File: src/rtl/il1_miss_fill_ctrl.sv
`default_nettype none
// ============================================================================
//  Module      : il1_miss_fill_ctrl
//  Description : Per-core IL1 hit/miss sequencer between the tag-compare stage
//                and the pseudo-LRU cache controller. A hit reports the hit
//                way and completes in one cycle. A miss latches the victim
//                way, requests the shared snoop bus, burst-fetches the block
//                one word at a time, writes each word and then the tag into
//                the victim way, and finally reports the victim as accessed.
//  Ports       :
//    clk, rst_n           clock / asynchronous active-low reset
//    PrRd, Address        processor fetch request and address
//    Hit, Hit_way         tag-compare result for Address
//    LRU_replacement_proc victim way from the pseudo-LRU controller
//    Blk_accessed(_vld)   way accessed, strobe for the LRU update
//    Pr_done              instruction word available
//    Bus_req, Bus_grant   snoop-bus arbitration
//    Address_Com, Mem_rd  burst word address / read strobe on the common bus
//    Mem_vld, Data_Bus_Com returned word on the common bus
//    Fill_we/way/index/word/data  data-array write port
//    Tag_we, Fill_tag     tag-array install port
//  Revision    : 1.0  initial release
// ============================================================================
module il1_miss_fill_ctrl #(
    parameter int ADDR_W  = 32,
    parameter int WAY_W   = 2,
    parameter int INDEX_W = 4,
    parameter int TAG_W   = 24,
    parameter int OFF_W   = 4,
    parameter int WORDS   = 4
) (
    input  logic                      clk,
    input  logic                      rst_n,
    input  logic                      PrRd,
    input  logic [ADDR_W-1:0]         Address,
    input  logic                      Hit,
    input  logic [WAY_W-1:0]          Hit_way,
    input  logic [WAY_W-1:0]          LRU_replacement_proc,
    output logic [WAY_W-1:0]          Blk_accessed,
    output logic                      Blk_accessed_vld,
    output logic                      Pr_done,
    output logic                      Bus_req,
    input  logic                      Bus_grant,
    output logic [ADDR_W-1:0]         Address_Com,
    output logic                      Mem_rd,
    input  logic                      Mem_vld,
    input  logic [ADDR_W-1:0]         Data_Bus_Com,
    output logic                      Fill_we,
    output logic [WAY_W-1:0]          Fill_way,
    output logic [INDEX_W-1:0]        Fill_index,
    output logic [$clog2(WORDS)-1:0]  Fill_word,
    output logic [ADDR_W-1:0]         Fill_data,
    output logic                      Tag_we,
    output logic [TAG_W-1:0]          Fill_tag
);

    localparam int c_CNT_W = $clog2(WORDS);
    // Byte bits below the word field of a block offset
    localparam int c_BYTE_W = OFF_W - c_CNT_W;

    localparam logic [c_CNT_W-1:0] c_LAST_WORD = c_CNT_W'(WORDS - 1);

    localparam logic [2:0] c_IDLE    = 3'd0;
    localparam logic [2:0] c_HIT_ACK = 3'd1;
    localparam logic [2:0] c_REQ     = 3'd2;
    localparam logic [2:0] c_FILL    = 3'd3;
    localparam logic [2:0] c_INSTALL = 3'd4;
    localparam logic [2:0] c_DONE    = 3'd5;

    logic [2:0]          r_state;
    logic [2:0]          w_state_nxt;
    logic [c_CNT_W-1:0]  r_cnt;
    logic [c_CNT_W-1:0]  w_cnt_nxt;
    logic [TAG_W-1:0]    r_tag;
    logic [INDEX_W-1:0]  r_index;
    logic [WAY_W-1:0]    r_victim;
    logic [WAY_W-1:0]    r_hit_way;
    logic                r_fill_we;
    logic [c_CNT_W-1:0]  r_fill_word;
    logic [ADDR_W-1:0]   r_fill_data;

    logic                w_req_sample;
    logic                w_fill_fire;
    logic                w_last_word;
    logic [ADDR_W-1:0]   w_burst_addr;

    // Byte-offset bits never leave the block, so they are not latched
    logic                w_unused_addr;
    assign w_unused_addr = ^Address[OFF_W-1:0];

    // A request is only looked at while idle
    assign w_req_sample = (r_state == c_IDLE) && PrRd;

    // A word is accepted only while the bus is owned; Mem_vld without the
    // grant belongs to another master and is ignored
    assign w_fill_fire  = (r_state == c_FILL) && Bus_grant && Mem_vld;
    assign w_last_word  = (r_cnt == c_LAST_WORD);

    assign w_burst_addr = {r_tag, r_index, r_cnt, {c_BYTE_W{1'b0}}};

    // ------------------------------------------------------------------
    // Next state and burst word counter
    // ------------------------------------------------------------------
    always_comb begin
        w_state_nxt = r_state;
        w_cnt_nxt   = r_cnt;
        case (r_state)
            c_IDLE: begin
                if (PrRd) begin
                    w_state_nxt = Hit ? c_HIT_ACK : c_REQ;
                end
            end
            c_HIT_ACK: begin
                w_state_nxt = c_IDLE;
            end
            c_REQ: begin
                if (Bus_grant) begin
                    w_state_nxt = c_FILL;
                    w_cnt_nxt   = '0;
                end
            end
            c_FILL: begin
                // Without the grant the counter is frozen so the burst
                // resumes at the same word on regrant
                if (w_fill_fire) begin
                    if (w_last_word) begin
                        w_state_nxt = c_INSTALL;
                        w_cnt_nxt   = '0;
                    end else begin
                        w_cnt_nxt   = r_cnt + c_CNT_W'(1);
                    end
                end
            end
            c_INSTALL: begin
                w_state_nxt = c_DONE;
            end
            c_DONE: begin
                w_state_nxt = c_IDLE;
            end
            default: begin
                w_state_nxt = c_IDLE;
                w_cnt_nxt   = '0;
            end
        endcase
    end

    // ------------------------------------------------------------------
    // State, request latches and registered fill write port
    // ------------------------------------------------------------------
    always_ff @(posedge clk or negedge rst_n) begin
        if (!rst_n) begin
            r_state     <= c_IDLE;
            r_cnt       <= '0;
            r_tag       <= '0;
            r_index     <= '0;
            r_victim    <= '0;
            r_hit_way   <= '0;
            r_fill_we   <= 1'b0;
            r_fill_word <= '0;
            r_fill_data <= '0;
        end else begin
            r_state   <= w_state_nxt;
            r_cnt     <= w_cnt_nxt;
            r_fill_we <= w_fill_fire;

            if (w_req_sample) begin
                if (Hit) begin
                    r_hit_way <= Hit_way;
                end else begin
                    // The victim is frozen here for the whole fill, so later
                    // LRU updates cannot redirect a half-written line
                    r_tag    <= Address[ADDR_W-1 -: TAG_W];
                    r_index  <= Address[OFF_W +: INDEX_W];
                    r_victim <= LRU_replacement_proc;
                end
            end

            // Word number and data travel with the registered write enable
            if (w_fill_fire) begin
                r_fill_word <= r_cnt;
                r_fill_data <= Data_Bus_Com;
            end
        end
    end

    // ------------------------------------------------------------------
    // Outputs decoded from state and latches
    // ------------------------------------------------------------------
    assign Bus_req          = (r_state == c_REQ) || (r_state == c_FILL);
    assign Mem_rd           = (r_state == c_FILL) && Bus_grant;
    assign Address_Com      = Mem_rd ? w_burst_addr : '0;
    assign Tag_we           = (r_state == c_INSTALL);
    assign Blk_accessed_vld = (r_state == c_HIT_ACK) || (r_state == c_INSTALL);
    assign Pr_done          = (r_state == c_HIT_ACK) || (r_state == c_DONE);

    always_comb begin
        Blk_accessed = '0;
        if (r_state == c_HIT_ACK) begin
            Blk_accessed = r_hit_way;
        end else if (r_state == c_INSTALL) begin
            Blk_accessed = r_victim;
        end
    end

    assign Fill_we    = r_fill_we;
    assign Fill_word  = r_fill_word;
    assign Fill_data  = r_fill_data;
    assign Fill_way   = r_victim;
    assign Fill_index = r_index;
    assign Fill_tag   = r_tag;

endmodule
`default_nettype wire

File: config.mk
export PLATFORM = sky130hd
export DESIGN_NAME = il1_miss_fill_ctrl
export DESIGN_NICKNAME = d
export VERILOG_FILES = /design/src/rtl/il1_miss_fill_ctrl.sv
export SDC_FILE = /design/constraint.sdc
export NUM_CORES = 1
export LEC_CHECK = 0
export ABC_AREA = 1
export CAP_MARGIN = 20
export CORE_UTILIZATION = 30
export DETAILED_ROUTE_END_ITERATION = 16
export PLACE_DENSITY = 0.76
export SLEW_MARGIN = 10
export SYNTH_ARGS = -nofsm -noshare
export SYNTH_HDL_FRONTEND = slang
export SYNTH_SLANG_ARGS = --single-unit
File: constraint.sdc
create_clock -name clk -period 2.8 [get_ports clk]
set_clock_uncertainty 0.1 [all_clocks]
set_input_delay 0.84 -clock clk [delete_from_list [all_inputs] [get_ports clk]]
set_output_delay 0.84 -clock clk [all_outputs]
set_load 0.01 [all_outputs]
==> results.yml, run 1 <==
run_status:
  status: "finished clean"
cts:
  worstSkewPairLatency_ns: 0.33
  cts_sinks: 72
  clkTransAtPathRegs_ns: 0.07
  cts_buffers: 9
  cts_max_level: 3
  cts_tree: "yes"
  postCtsHoldBufs: 0
  clk_path_buf_depth: 2
  root_buffer: "clkbuf_8"
global_route:
  antenna_found_initial: 0
  grt_usage: 0.156
  gr-usage-met2: 0.260
  grt_pass1_wl_mm: 13.6
  grt_use_met1: 0.189
  top_usage_layer: "met2"
  grt_start_max_net_pins: 41
  grt_pass1_vias: 2837
  grt.met3_usage: 0.0564
  grt.overflow.total: 0
finish:
  diodes: 0
  drive_gt1_frac: 0.142
  final_cell_mix: "136 x nand2_1, 136 x clkdlybuf4s50_1, 70 x dfrtp_1, 41 x inv_1, 35 x nor2_1"
  syn_to_final_growth_pct: 63.6
  fin_nets: 621
  stdcell_count: 684
yosys:
  synth_compound_area_frac: 0.0707
  ys_ff_latch: 72
  synthAdderAreaFrac: 0.00402
  yosys_warnings: 0
  yosys.area_share.xor_xnor: 0
  synth-seq-area-share: 0.579
  synth.area.mux_share: 0
  synth_simple_gate_area_frac: 0.255
  synth_top_family_by_area: "simple AND/OR/NAND/NOR gates"
  synth.distinct_cells: 25
  netlist_area_mm2: 0.00311
  syn_area_per_cell_um2: 8.39
  syn_inst: 371
min_path:
  hold_class: "primary input to async pin"
drt:
  vias: 2943
  routed_wl_mm: 8.41
  drt-initial-drc-count: 135
  wire_per_inst_um: 12.3
  route.detailed.drc: 0
  ant_nets: 0
  firstDrtPassIters: 4
  vias_per_cell: 4.30
setup_path:
  crit_buf_inv: 5
  arrival_ns: 1.77
  worst_setup_path_end_kind: "output pin"
  cpPeakStageDelay_ns: 0.24
  path_max_fanout: 12
  startpoint_type: "primary input"
  cp_cell_sequence: "dlygate4sd2_1 > inv_2 > nor2_4 > inv_2 > buf_6 > nor2_1 > clkdlybuf4s15_2"
  path_delay_family: "buffers and inverters"
  cpMostUsedCell: "inv_2"
  crit_slowest_cell: "dlygate4sd2_1"
  required_ns: 1.86
  crit_type: "primary input to output pin"
power_and_ir_drop:
  irDropWorstVdd_mv: 0.411
  p_leak_nw: 2.49
  comb_power_share: 0.461
  power_frac_clock: 0.178
  power_density_mw_per_mm2: 996
  swShare: 0.346
  internal_power_mw: 3.32
  p_switching_mw: 1.76
  pwr-share-seq: 0.361
floorplanning:
  die_h_um: 104
  die_w_um: 104
  start_util: 0.314
  core_mm2: 0.00991
  dieArea_mm2: 0.0108
  fp-row-count: 36
  ios: 178
placed_design:
  port_buffers: 171
  placedCellCount: 668
  place_worst_setup_slack_ns: -0.610
  gp_congestion: 0.821
  dp_hpwl_mm: 6.22
timing:
  rsz0062_at_grt: "no"
  layout_setup_ws_ns: 0.0875
  hold_viol: 0
  fmax_mhz: 369
  period_needed_ns: 2.71
  finalSetupViolCount: 0
  min_period_over_period: 0.969
  maxSlewViolCount: 0
run:
  maxCapViolCount: 0
-- power groups by stage --
stage	clock (mW)	combinational (mW)	sequential, mW
3_3_place_gp	0	2.35	1.81
3_5_place_dp	0	2.39	1.83
5_1_grt	0.989	2.55	1.89
4_1_cts	0.943	2.37	1.83
2_1_floorplan	0	0.780	2.03
6_report	0.905	2.34	1.83
-- through the flow --
step | area (µm²) | setup TNS (ns) | utilization | total power, mW | hold WS, ns
2_1_floorplan | 3120 | 0 | - | 2.81 | 0.378
3_3_place_gp | 4970 | -16.74 | 0.502 | 4.16 | 0.363
3_5_place_dp | 4970 | -17.68 | 0.502 | 4.22 | 0.368
4_1_cts | 5100 | 0 | 0.514 | 5.15 | 0.336
5_1_grt | 5090 | 0 | 0.514 | 5.43 | 0.336
6_report | 5090 | 0 | 0.514 | 5.07 | 0.338
-- Yosys cell counts (all sizes together) --
| cell | instances | area, µm² |
|---|---|---|
| buf | 14 | 101 |
| clkbuf | 3 | 11.3 |
| clkinv | 1 | 5.00 |
| conb | 1 | 3.75 |
| dfrtp | 72 | 1800 |
| ha | 1 | 12.5 |
| inv | 44 | 165 |
| nand2 | 147 | 582 |
| nand3 | 6 | 35.0 |
| nor2 | 38 | 153 |
| nor3 | 1 | 16.3 |
| nor3b | 1 | 7.51 |
| o21ai | 38 | 190 |
| o21ba | 1 | 10.0 |
| o21bai | 1 | 7.51 |
| o22ai | 2 | 12.5 |
-- path summary, 6_finish.rpt --
kind,from,endpoint,slack (ns),cells past startpoint
worst max register to register,r_state[0]$_DFFE_PN0P_,Fill_tag[3]$_DFFE_PN0P_,1.19,6
worst min-delay path,rst_n,Fill_data[21]$_DFFE_PN0P_,0.34,1
min in group clk,Fill_data[0]$_DFFE_PN0P_,Fill_data[0]$_DFFE_PN0P_,0.38,2
worst min register to register,Fill_data[0]$_DFFE_PN0P_,Fill_data[0]$_DFFE_PN0P_,0.38,2
worst max-delay path,Bus_grant,Address_Com[11],0.09,7
max in group asynchronous,rst_n,Fill_data[5]$_DFFE_PN0P_,1.69,2
-- worst reg2reg max path: cells and delay by family, from the launching register on --
family | cells | cell delay [ns]
DFF | 1 | 0.46
buffers and inverters | 1 | 0.35
AOI/OAI and AO/OA | 1 | 0.10
and+or+nand+nor | 4 | 0.53
-- final cells by class --
type | count | area [µm²]
fillers | 928 | 4810
flip-flops and latches | 72 | 1800
repair buffers | 180 | 1690
multi-input cells | 238 | 1040
inverters | 45 | 170
well taps | 133 | 166
clock buffers | 11 | 141
clock inverters | 5 | 80.1
-- repair_timing --
item                                    4_1_cts  5_1_grt
endpoints found under the setup margin       33        2
setup buffers                                 0        0
resized for setup                           125        3
-- registers in the layout (all words and copies together) (netlist names) --
| register | count |
|---|---|
| r_hit_way | 2 |
| r_state | 3 |
| Fill_way | 2 |
| Fill_we | 1 |
| r_cnt | 2 |
| Fill_word | 2 |
| Fill_data | 32 |
| Fill_tag | 24 |
| Fill_index | 4 |
-- layer usage --
| layer | vias up | wire (µm) |
|---|---|---|
| li1 | 1464 | - |
| met1 | 1344 | 3660 |
| met2 | 125 | 3980 |
| met3 | 10 | 657 |
| met4 | 0 | 106 |
| met5 | - | 0 |
-- kinds of logic (layout without fill, tap and decap cells) --
family                   count (synthesis)  count (layout)
AND/OR/NAND/NOR                        193             193
flip-flops                              72              72
buffers and inverters                   62             241
AO/OA/AOI/OAI                           42              42
adder cells (fa/ha/maj)                  1               1
other                                    1               2
Power figures use the tool's default switching activity.
==> run 2, diff against run 1 <==
Settings changed: ABC_AREA 1 to unset, PLACE_DENSITY 0.76 to 0.75.
==> run 2 against run 1 <==
Effect of this change: core utilization down 0.70 points; synthesized cell count decreased by 40%; worst hold slack better by 0.071 ns; synthesized area rose by 4.2%; register-to-register slack lost 0.37 ns; maximum frequency is 2.2% lower; non-clock buffer count rose by 8; wire length is 2.8% lower; die area grew 4.1%; highest routed layer unchanged.
==> results.yml, run 2 <==
run_status:
  status: "finished clean"
timing:
  min_period_over_period: 0.990
  finalSetupViolCount: 0
  fmax_mhz: 361
  worst_pin_slew_ns: 0.898
  maxSlewViolCount: 0
  rsz0062_at_grt: "no"
  slew_headroom: 0.401
  hold_viol: 0
  period_needed_ns: 2.77
  layout_setup_ws_ns: 0.0271
run:
  maxCapViolCount: 0
setup_path:
  crit_type: "primary input to output pin"
  worst_setup_path_end_kind: "output pin"
  required_ns: 1.86
  startpoint_type: "primary input"
  path_max_fanout: 8
  arrival_ns: 1.83
floorplanning:
  core_mm2: 0.0104
  start_util: 0.312
  fp-row-count: 37
  ios: 178
  die_w_um: 106
  dieArea_mm2: 0.0112
  die_h_um: 106
finish:
  diodes: 0
  stdcell_area_mm2: 0.00528
  syn_to_final_growth_pct: 62.8
  drive_gt1_frac: 0.332
  fill_cells: 925
  fin_nets: 484
  largest_reg_flops: 32
  final_cell_mix: "135 x clkdlybuf4s50_1, 72 x dfrtp_1, 38 x mux2_2, 28 x mux2_4, 26 x and2_1"
  layout_commonest_cell: "clkdlybuf4s50_1"
yosys:
  yosys.area.top_type: "dfrtp_1"
  post-synth-top-area-fraction: 0.555
  syn_inst: 222
  yosys_warnings: 0
  synth-seq-area-share: 0.555
  synth_edf_count: 0
  netlist_area_mm2: 0.00325
  synth_area_leaders: "dfrtp_1 56%, mux2_2 13%, mux2_4 13%"
  synthTopCellsByCount: "72 x dfrtp_1, 38 x mux2_2, 29 x and2_1"
  syn_area_per_cell_um2: 14.6
  ys_ff_latch: 72
  synth.distinct_cells: 31
  yosys.cell_count.top_type: "dfrtp_1"
  synthArstFlopShare: 1.00
  synth_ff_type: "dfrtp_1"
cts:
  cts_max_level: 3
  root_buffer: "clkbuf_8"
  worstSkewPairLatency_ns: 0.33
  cts_tree: "yes"
  clkTransAtPathRegs_ns: 0.08
  clk_path_buf_depth: 2
  cts_sinks: 72
  cts_buffers: 9
global_route:
  grt.overflow.total: 0
  grt_pass1_wl_mm: 12.8
  grt_start_max_net_pins: 73
  grt_pass1_vias: 2497
  antenna_found_initial: 0
  grt_usage: 0.147
drt:
  ant_nets: 0
  firstDrtPassIters: 4
  vias_per_cell: 4.34
  wire_per_inst_um: 14.9
  vias: 2385
  routed_wl_mm: 8.17
  drt-initial-drc-count: 61
  route.detailed.drc: 0
placed_design:
  port_buffers: 171
  dp_hpwl_mm: 5.76
  gp_congestion: 0.737
  place_worst_setup_slack_ns: -0.590
  placed_cell_area_mm2: 0.00515
power_and_ir_drop:
  power_density_mw_per_mm2: 950
  p_leak_nw: 2.43
  irDropWorstVdd_mv: 0.435
min_path:
  hold_class: "flop to flop"
-- run 2: changes by cell type in the layout (fill, tap and decap cells not counted), moves of 26 or more --
cell / previous run / this run
mux2_4: 0 / 28
nor2_1: 35 / 4
o21ai_0: 34 / 0
and2_1: 0 / 26
inv_1: 41 / 3
mux2_2: 0 / 38
nand2_1: 136 / 2
-- run 2: worst max-delay path: stages --
cell and delay [ns]:
clkdlybuf4s15_2 0.19, and4b_4 0.30, buf_12 0.14, and2_1 0.12, clkdlybuf4s15_1 0.24
-- run 2: layout make-up --
cell class,count,area (µm²),area share
clock buffers,11,131,0.0249
clock inverters,4,22.5,0.00426
inverters,4,22.5,0.00426
multi-input cells,134,1320,0.250
flip-flops and latches,72,1800,0.341
well taps,136,170,0.0322
repair buffers,188,1810,0.343
-- run 2: what timing repair did --
action                     in CTS  in global routing
hold buffers                    0                  0
gates cloned                    2                  0
setup endpoints to repair      34                 26
buffers inserted                3                  0
resized for setup             103                 20
-- run 2: worst paths after layout --
kind,start,end,slack (ns),cells after the start
max,Bus_grant,Address_Com[8],0.03,5
min,Fill_word[0]$_DFFE_PN0P_,Fill_word[0]$_DFFE_PN0P_,0.41,1
max reg2reg,r_state[0]$_DFFE_PN0P_,Fill_data[6]$_DFFE_PN0P_,0.82,7
min reg2reg,Fill_word[0]$_DFFE_PN0P_,Fill_word[0]$_DFFE_PN0P_,0.41,1
max in group asynchronous,rst_n,Fill_tag[17]$_DFFE_PN0P_,1.48,1
min in group asynchronous,rst_n,Fill_data[23]$_DFFE_PN0P_,0.53,1
-- run 2: report_power, final --
part	leakage (nW)	total [mW]	switching [mW]	internal, mW
clock network	0.0789	0.686	0.373	0.313
logic	1.46	2.51	0.877	1.63
registers	0.893	1.82	0.316	1.51
-- run 2: cells by family (layout without fill, tap and decap cells) --
family	after synthesis	count (layout)	synth area share
AND/OR/NAND/NOR	53	53	0.103
other	1	2	0.00116
adder cells (fa/ha/maj)	1	1	0.00385
multiplexers	66	66	0.261
flip-flops	72	72	0.555
AO/OA/AOI/OAI	12	12	0.0293
buffers and inverters	17	207	0.0463
-- run 2: metrics by stage --
stage               hold WS [ns]   util  cells  power, mW  setup TNS, ns
detailed placement         0.396  0.494    530       4.33         -17.27
global placement           0.389  0.494    530       4.28         -17.56
finish                     0.410  0.507    549       5.02              0
global route               0.429  0.507    549       5.32              0
CTS                        0.411  0.509    550       5.11              0
floorplan                  0.380      -    223       2.90              0
-- run 2: routing by layer --
layer | track usage | up-vias | wire length, µm
met5 | 0 | - | 0
met4 | 0.0506 | 0 | 89
met3 | 0.0282 | 9 | 354
met2 | 0.260 | 73 | 4300
met1 | 0.179 | 1171 | 3430
li1 | - | 1132 | -
